[src/rtl/sw_debounce_sync.sv]
// Slide-switch conditioner: 2-flop synchroniser, per-bit debounce counter, edge pulses and change counter.
// Optional sticky change flag (chg_irq / chg_irq_clr) is present only when SW_DEBOUNCE_IRQ_EN is defined.
module sw_debounce_sync #(
  parameter int WIDTH           = 4,
  parameter int DEBOUNCE_CYCLES = 500000,
  parameter int CNT_W           = 16
) (
  input  logic             clk_clk,
  input  logic             reset_reset_n,
  input  logic [WIDTH-1:0] sw_raw,
  output logic [WIDTH-1:0] sw_stable,
  output logic [WIDTH-1:0] sw_rise,
  output logic [WIDTH-1:0] sw_fall,
  output logic [CNT_W-1:0] chg_count
`ifdef SW_DEBOUNCE_IRQ_EN
  ,
  output logic             chg_irq,
  input  logic             chg_irq_clr
`endif
);

  localparam int CW = $clog2(DEBOUNCE_CYCLES + 1);
  localparam logic [CW-1:0] LAST = CW'(DEBOUNCE_CYCLES - 1);

  logic [WIDTH-1:0] s1;
  logic [WIDTH-1:0] s2;
  logic [CW-1:0]    cnt      [WIDTH];
  logic [CW-1:0]    cnt_next [WIDTH];
  logic [WIDTH-1:0] accept;
  logic             any_accept;

  // State register: synchroniser, per-bit counters and the accepted vector.
  // NOTE: sequential state uses non-blocking assignments so every flop samples pre-edge values.
  always_ff @(posedge clk_clk) begin
    if (!reset_reset_n) begin
      s1        <= '0;
      s2        <= '0;
      sw_stable <= '0;
      // NOTE: the counter array is only WIDTH entries of flops, so it is reset like any other register.
      for (int i = 0; i < WIDTH; i++) cnt[i] <= '0;
    end else begin
      s1        <= sw_raw;
      s2        <= s1;
      sw_stable <= sw_stable ^ accept;
      for (int i = 0; i < WIDTH; i++) cnt[i] <= cnt_next[i];
    end
  end

  // Next-state: IDLE while s2 matches, COUNT while it differs, ACCEPT on the last counted cycle.
  always_comb begin
    // NOTE: defaults first so no path leaves a variable unassigned and no latch is inferred.
    accept = '0;
    for (int i = 0; i < WIDTH; i++) begin
      cnt_next[i] = '0;
      if (s2[i] != sw_stable[i]) begin
        if (cnt[i] == LAST) accept[i] = 1'b1;
        else                cnt_next[i] = cnt[i] + 1'b1;
      end
    end
  end

  assign any_accept = |accept;

  // Output register: pulses coincide with the cycle sw_stable first shows the new value.
  always_ff @(posedge clk_clk) begin
    if (!reset_reset_n) begin
      sw_rise   <= '0;
      sw_fall   <= '0;
      chg_count <= '0;
    end else begin
      sw_rise   <= accept & s2;
      sw_fall   <= accept & ~s2;
      if (any_accept) chg_count <= chg_count + 1'b1;
    end
  end

`ifdef SW_DEBOUNCE_IRQ_EN
  // Set has priority over clear so an accept coinciding with a clear is never lost.
  always_ff @(posedge clk_clk) begin
    if (!reset_reset_n)       chg_irq <= 1'b0;
    else if (any_accept)      chg_irq <= 1'b1;
    else if (chg_irq_clr)     chg_irq <= 1'b0;
  end
`endif

endmodule

[config.mk]
export PLATFORM = sky130hd
export DESIGN_NAME = sw_debounce_sync
export DESIGN_NICKNAME = d
export VERILOG_FILES = /design/src/rtl/sw_debounce_sync.sv
export SDC_FILE = /design/constraint.sdc
export NUM_CORES = 1
export LEC_CHECK = 0
export ABC_AREA = 0
export CAP_MARGIN = 0
export CELL_PAD_IN_SITES_DETAIL_PLACEMENT = 1
export CELL_PAD_IN_SITES_GLOBAL_PLACEMENT = 1
export CORE_MARGIN = 2
export CORE_UTILIZATION = 40
export CTS_CLUSTER_SIZE = 8
export DETAILED_ROUTE_END_ITERATION = 16
export HOLD_SLACK_MARGIN = 0.06
export PLACE_DENSITY_LB_ADDON = 0.1
export SYNTH_ARGS = -nofsm -noshare
export SYNTH_HDL_FRONTEND = slang
export SYNTH_SLANG_ARGS = --single-unit
[constraint.sdc]
create_clock -name clk_clk -period 1.9 [get_ports clk_clk]
set_input_delay 0.38 -clock clk_clk [delete_from_list [all_inputs] [get_ports clk_clk]]
set_output_delay 0.38 -clock clk_clk [all_outputs]
set_load 0.02 [all_outputs]
==> results of run 1 <==
final cells by class:
type	count	area share (%)
Tap cell	143	2.67
Inverter	12	0.672
Clock buffer	9	3.36
Sequential cell	112	33.5
Multi-Input combinational cell	383	39.0
Clock inverter	7	1.08
Timing Repair Buffer	144	19.7
registers in the layout, indices dropped and copies added, names as in the netlist, named ones only:
register / count
s1: 4
sw_fall: 4
cnt: 76
s2: 4
sw_rise: 4
chg_count: 16
power by group through the flow:
stage / Sequential, mW / Clock (mW) / Combinational (mW)
2_1_floorplan: 2.42 / 0 / 0.0309
3_3_place_gp: 2.42 / 0 / 0.0758
3_5_place_dp: 2.42 / 0 / 0.0779
4_1_cts: 2.36 / 1.97 / 0.0797
5_1_grt: 2.36 / 2.05 / 0.100
6_report: 2.36 / 1.91 / 0.0921
routing by layer:
metal / wire length, um / vias to the layer above
li1: - / 2083
met1: 5640 / 2066
met2: 6470 / 43
met3: 300 / 13
met4: 174 / 0
met5: 0 / -
layout by cell type (no fill, tap or decap), types with 4 or more instances in the layout:
cell type        count
a21oi_1              9
a21oi_2              7
and2_1              12
and3_1              11
and4_1              10
and4b_1              4
buf_12               6
buf_4               98
clkbuf_16           12
clkdlybuf4s50_1     30
dfxtp_1            106
dfxtp_2              6
ha_1                 4
inv_1               11
mux2i_1              6
nand2_1             26
nand3_1             43
nand4_1             15
nor2_1              86
nor2_4               6
nor3b_1              4
nor4bb_1             4
o21ai_0             11
o31ai_1              4
or3_1                7
or3_4                4
xnor2_1             25
xor2_1              43
worst paths after layout:
check,end,startpoint,cells past startpoint
max,chg_count[11]$_SDFFE_PN0P_,cnt[0][13]$_SDFF_PP0_,7
min,s2[2]$_SDFF_PN0_,s1[2]$_SDFF_PN0_,1
max reg2reg,chg_count[11]$_SDFFE_PN0P_,cnt[0][13]$_SDFF_PP0_,7
min reg2reg,s2[2]$_SDFF_PN0_,s1[2]$_SDFF_PN0_,1
logic make-up after synthesis:
logic type,Yosys count,share of synthesized area (%)
DFF,112,47.6
AOI/OAI and AO/OA,35,4.28
buffers and inverters,25,2.20
muxes,6,1.27
and+or+nand+nor,267,30.3
adders and majority gates,5,1.33
xor gates and xnor gates,70,13.0
stage by stage:
step / instance area, um2 / util, % / power [mW]
floorplan: 4720 / - / 2.45
global placement: 5970 / 52.0 / 2.49
detailed placement: 5970 / 52.0 / 2.49
CTS: 6450 / 56.3 / 4.41
global route: 6710 / 58.5 / 4.52
finish: 6710 / 58.5 / 4.37
worst max-delay path, stage by stage, from the launching register on:
cell and delay, ps:
dfxtp_2 340, nor4bb_4 310, nand4_1 220, o22ai_2 280, a221oi_4 90, buf_12 170, or4_4 470, a21oi_1 170
what timing repair did:
item,CTS,global route
pin swaps,29,23
endpoints found under the setup margin,16,43
resized for setup,25,44
hold buffers,0,0
gates cloned,1,3
buffers inserted,7,3
==> reports/metrics.csv, run 1 <==
stage,metric,value,unit
sta,max-slew-margin-rel,65.6,%
power_and_ir_drop,p_leak,2.50,nW
die,rows,39,
yosys,yosys_warnings,0,
sta,setup_tns,-2230,ps
clock_tree,clk_pin_slew,70,ps
global_route,top_usage_layer,met2,
global_route,track_usage,19.8,%
die,initial_core_util,41.1,%
critical_path,r2r_setup_slack,-230,ps
yosys,synthesis.area,4710,um2
clock_tree,worstSkewPairLatency,360,ps
clock_tree,cts_sinks,112,
drt,routedWlPerCell,15.5,um
flow_run,timing.max_cap.violations,0,
cells_and_area,layoutNonFillerInstCount,810,
critical_path,endpoint_kind,register,
clock_tree,cts_tree,built,
power_and_ir_drop,ir_drop,1000,uV
global_route,grt_pass1_wl,20700,um
sta,hold-worst-slack,437,ps
drt,drt-initial-drc-count,154,
drt,wl,12600,um
yosys,synth_most_common_cell,dfxtp_1,
die,die_area,12700,um2
power_and_ir_drop,switching_power,946,uW
yosys,synth-seq-cells,112,
sta,fmax,470,MHz
power_and_ir_drop,p_seq_share,54.1,%
yosys,synth-edff-count,0,
yosys,synth_cells,520,
cells_and_area,diodes,0,
drt,vias,4205,
cells_and_area,seq_area,2250,um2
critical_path,critPathMaxFanout,7,
sta,rsz0062_at_grt,true,
placed_design,place_inst,781,
die,die_w,113,um
sta,worst_pin_slew,514,ps
cells_and_area,drive_gt1_share,26.2,%
sta,finalCritPeriodShare,112,%
yosys,synth-main-ff-cell,dfxtp_1,
global_route,grt_util_met1,23.3,%
power_and_ir_drop,combinationalPowerShare,2.1,%
power_and_ir_drop,p_int,3.42,mW
cells_and_area,multiInputGateArea,2620,um2
drt,drt-pass1-iter-count,4,
die,die_height,113,um
sta,final-setup-viol-count,15,
global_route,grt-ovfl-total,0,
clock_tree,ctsRootBufferMaster,clkbuf_16,
sta,finalHoldViolCount,0,
yosys,synthTopCellsByCount,"dfxtp_1 (112), nor2_1 (95), xor2_1 (45), nand3_1 (44), nand2_1 (26)",
power_and_ir_drop,clkPwrFrac,43.8,%
drt,route.detailed.drc,0,
drt,ant_nets,0,
power_and_ir_drop,swShare,21.7,%
critical_path,worst-endpoint-required,2180,ps
clock_tree,htreeDepth,3,
die,io_pins,34,
global_route,met3_usage,4.97,%
placed_design,place_congestion,0.768,
cells_and_area,area_delta_synth_final,42.4,%
hold_path,worstHoldPathType,reg -> reg,
global_route,grt_pass1_vias,4373,
placed_design,dp_hpwl,8460,um
clock_tree,numCtsBuffers,9,
yosys,avgSynthCellArea,9.06,um2
sta,finalCriticalPeriod,2130,ps
global_route,antenna_found_initial,0,
yosys,synthTopCellsByArea,"dfxtp_1 (48%), xor2_1 (8.4%), nor2_1 (7.6%)",
yosys,yosys.area.top_type_share,47.6,%
yosys,yosys.area.top_type,dfxtp_1,
outcome,violations,negative setup slack,
critical_path,worstSetupPathType,reg -> reg,
critical_path,critical_path_arrival,2410,ps
sta,fin_ws,-230,ps
cells_and_area,nets,673,
drt,vias_per_cell,5.19,
clock_tree,clockBufferDepth,2,
global_route,grt_start_max_net_pins,22,
outcome,run_status,"finished, violations left",
critical_path,critPathLaunchType,register,
yosys,ys_seq_area_share,47.6,%
yosys,synth_fp_nets,531,
yosys,yosys.cell_types.count,35,
power_and_ir_drop,powerDensity,651,nW/um2
placed_design,io_buffers,33,
yosys,synth-async-reset-ratio,0,%
sta,finClkSkew,7.48,ps
cells_and_area,nFillCells,1292,
die,core,11500,um2
global_route,use_met2,35.8,%
placed_design,dp_worst_setup_slack,-286,ps
sta,drv_slew,0,
Note: power is estimated with default switching activity, not from simulation.
==> inputs of run 2 (changes only) <==
CAP_MARGIN = 40   (was 0)
==> results of run 2 <==
Same layout as run 1: the final DEF is identical, and so are final timing and power.
==> inputs of run 3 (changes only) <==
--- a/config.mk
+++ b/config.mk
@@ -12,3 +12,4 @@
 export CORE_MARGIN = 2
-export CORE_UTILIZATION = 40
+export CORE_UTILIZATION = 42
+export CTS_BUF_LIST = sky130_fd_sc_hd__clkbuf_8
 export CTS_CLUSTER_SIZE = 8
--- a/constraint.sdc
+++ b/constraint.sdc
@@ -3,2 +3,2 @@
 set_output_delay 0.38 -clock clk_clk [all_outputs]
-set_load 0.02 [all_outputs]
+set_load 0.005 [all_outputs]
==> run 3 against run 2 <==
Effect of this change: the run still ends with negative setup slack left; final cell count shrank 2.1%; utilization grew 1.3 points; fmax grew 3.2%; non-clock buffer count shrank 14; first-iteration DRC count grew 8.4%; setup slack gained 66 ps; clock power shrank 4%; flip-flop and latch count is the same; global-route usage grew 1.5 points; largest power group unchanged.
==> reports/metrics.csv, run 3 (synthesis results as in run 1) <==
stage,metric,value,unit,change
clock_tree,worstSkewPairLatency,380,ps,+20 ps
power_and_ir_drop,p_seq_share,55.3,%,+1.2 points
power_and_ir_drop,p_leak,2.36,nW,-5.8%
cells_and_area,final_util,59.8,%,+1.3 points
global_route,grt_start_max_net_pins,22,,unchanged
sta,drv_slew,0,,unchanged
drt,wl,12700,um,+1.3%
sta,rsz0062_at_grt,true,,
power_and_ir_drop,combinationalPowerShare,1.9,%,-0.2 points
global_route,track_usage,21.3,%,+1.5 points
sta,final-setup-viol-count,14,,-1
clock_tree,ctsHoldBuffers,0,,unchanged
critical_path,worst-endpoint-required,2220,ps,+40 ps
drt,vias,4175,,-0.71%
power_and_ir_drop,p_int,3.43,mW,+0.28%
cells_and_area,layout_common_cells,"dfxtp_1 (103), nor2_1 (94), buf_4 (84)",,
sta,max-slew-margin-rel,62.4,%,-3.2 points
sta,finalCritPeriodShare,109,%,-3.5 points
sta,worst_pin_slew,562,ps,+48.1 ps
cells_and_area,diodes,0,,unchanged
critical_path,endpoint_kind,register,,
drt,ant_nets,0,,unchanged
critical_path,worstSetupPathType,reg -> reg,,
clock_tree,clk_pin_slew,110,ps,+40 ps
global_route,grt_pass1_wl,20200,um,-2.2%
drt,drt-initial-drc-count,167,,+8.4%
power_and_ir_drop,ir_drop,605,uV,-40%
cells_and_area,largest_reg_flops,76,,unchanged
global_route,grt-ovfl-total,0,,unchanged
critical_path,critical_path_arrival,2390,ps,-20 ps
placed_design,place_congestion,0.754,,-1.8%
cells_and_area,mostFrequentLayoutCell,dfxtp_1,,
sta,fmax,484,MHz,+3.2%
power_and_ir_drop,total_power,4.27,mW,-2.2%
global_route,antenna_found_initial,0,,unchanged
die,die_w,110,um,-2.3%
drt,vias_per_cell,5.26,,+1.4%
global_route,met3_usage,5.33,%,+0.37 points
power_and_ir_drop,switching_power,839,uW,-11%
global_route,grt_util_met1,25.0,%,+1.7 points
cells_and_area,fin_area,6520,um2,-2.9%
clock_tree,cts_tree,built,,
critical_path,rr_worst_depth,7,,unchanged
critical_path,critPathMaxFanout,7,,unchanged
die,io_pins,34,,unchanged
sta,setup_tns,-1120,ps,+1110 ps
clock_tree,ctsRootBufferMaster,clkbuf_8,,
cells_and_area,area_delta_synth_final,38.3,%,
die,die_area,12100,um2,-4.6%
sta,fin_ws,-164,ps,+65.8 ps
hold_path,holdPathStages,1,,unchanged
cells_and_area,top_regs,"cnt (76), chg_count (16)",,
flow_run,timing.max_cap.violations,0,,unchanged
cells_and_area,nFillCells,1243,,-3.8%
cells_and_area,drive_gt1_share,25.1,%,-1.1 points
clock_tree,cts_sinks,112,,unchanged
placed_design,dpl_cell_area,5900,um2,-1.1%
hold_path,whs_endpoint,s2[2]$_SDFF_PN0_,,
global_route,use_met2,38.7,%,+3.0 points
clock_tree,clockBufferDepth,2,,unchanged
die,core,10900,um2,-5.1%
critical_path,r2r-start,cnt[3][6]$_SDFF_PP0_,,
global_route,grt_pass1_vias,4339,,-0.78%
power_and_ir_drop,powerDensity,656,nW/um2,+0.66%
power_and_ir_drop,clkPwrFrac,42.8,%,-1.0 points
die,die_height,110,um,-2.3%
cells_and_area,regMostFlops,cnt,,
sta,finalHoldViolCount,0,,unchanged
drt,route.detailed.drc,0,,unchanged
sta,finalCriticalPeriod,2060,ps,-65.8 ps
critical_path,critPathLaunchType,register,,
sta,finClkSkew,13.5,ps,+6.06 ps
cells_and_area,nets,659,,-2.1%
die,initial_core_util,43.3,%,+2.2 points
die,rows,38,,-2.6%
critical_path,reg2reg_to,chg_count[7]$_SDFFE_PN0P_,,
hold_path,worstHoldPathType,reg -> reg,,
drt,drt-pass1-iter-count,5,,+1
global_route,top_usage_layer,met2,,
outcome,violations,negative setup slack,,
placed_design,dp_hpwl,8500,um,+0.42%
clock_tree,numCtsBuffers,9,,unchanged
power_and_ir_drop,swShare,19.6,%,-2.0 points
hold_path,hp-start,s1[2]$_SDFF_PN0_,,
critical_path,r2r_setup_slack,-160,ps,+70 ps
outcome,run_status,"finished, violations left",,
placed_design,io_buffers,33,,unchanged
clock_tree,htreeDepth,3,,unchanged
drt,routedWlPerCell,16.1,um,+3.4%
run 3: metal layers:
layer	up-vias	wire, um
met1	2067	5630
met3	14	332
li1	2045	-
met5	-	0
met2	49	6610
met4	0	171
run 3: how the worst max path moves through the flow:
| stage | startpoint | to |
|---|---|---|
| 2_1_floorplan | cnt[1][6]$_SDFF_PP0_ | chg_count[10]$_SDFFE_PN0P_ |
| 6_report | cnt[3][6]$_SDFF_PP0_ | chg_count[7]$_SDFFE_PN0P_ |
| 4_1_cts | cnt[2][0]$_SDFF_PP0_ | chg_count[1]$_SDFFE_PN0P_ |
| 3_5_place_dp | cnt[1][16]$_SDFF_PP0_ | chg_count[13]$_SDFFE_PN0P_ |
| 3_3_place_gp | cnt[1][16]$_SDFF_PP0_ | chg_count[7]$_SDFFE_PN0P_ |
| 5_1_grt | cnt[1][16]$_SDFF_PP0_ | chg_count[11]$_SDFFE_PN0P_ |
run 3: layout make-up:
type	instances	area [um2]	area share [%]
multi-input combinational	383	2580	39.7
sequential	112	2250	34.6
timing repair buffer	130	1190	18.3
tap	140	175	2.69
clock buffer	10	138	2.11
clock inverter	6	130	2.00
inverter	12	45.0	0.691
run 3: power groups by stage:
| stage | clock [mW] | combinational [mW] | sequential [mW] |
|---|---|---|---|
| floorplan | 0 | 0.0309 | 2.42 |
| finish | 1.83 | 0.0793 | 2.36 |
| global placement | 0 | 0.0746 | 2.42 |
| CTS | 1.89 | 0.0780 | 2.36 |
| detailed placement | 0 | 0.0765 | 2.42 |
| global route | 1.95 | 0.0875 | 2.36 |
run 3: per-stage QoR:
| step | instances | setup WS (ps) | hold slack, ps |
|---|---|---|---|
| floorplan | 520 | 0.534 | 412 |
| global placement | 770 | -161 | 421 |
| detailed placement | 770 | -229 | 435 |
| CTS | 790 | -200 | 463 |
| global route | 793 | -249 | 480 |
| finish | 793 | -164 | 457 |
run 3: repair_timing:
action                                  CTS  global route
endpoints found under the setup margin   16            19
gates resized for setup                  12            52
pin swaps                                11            32
setup buffers                             2             3
gates cloned                              2             1
run 3: worst max-delay path, cell delays in order (launching register included):
cell      delay, ps
dfxtp_1         340
nor4b_2         320
nand4_1         240
o22ai_2         200
a221oi_4         90
buf_12          180
or4_1           510
a21oi_1         130
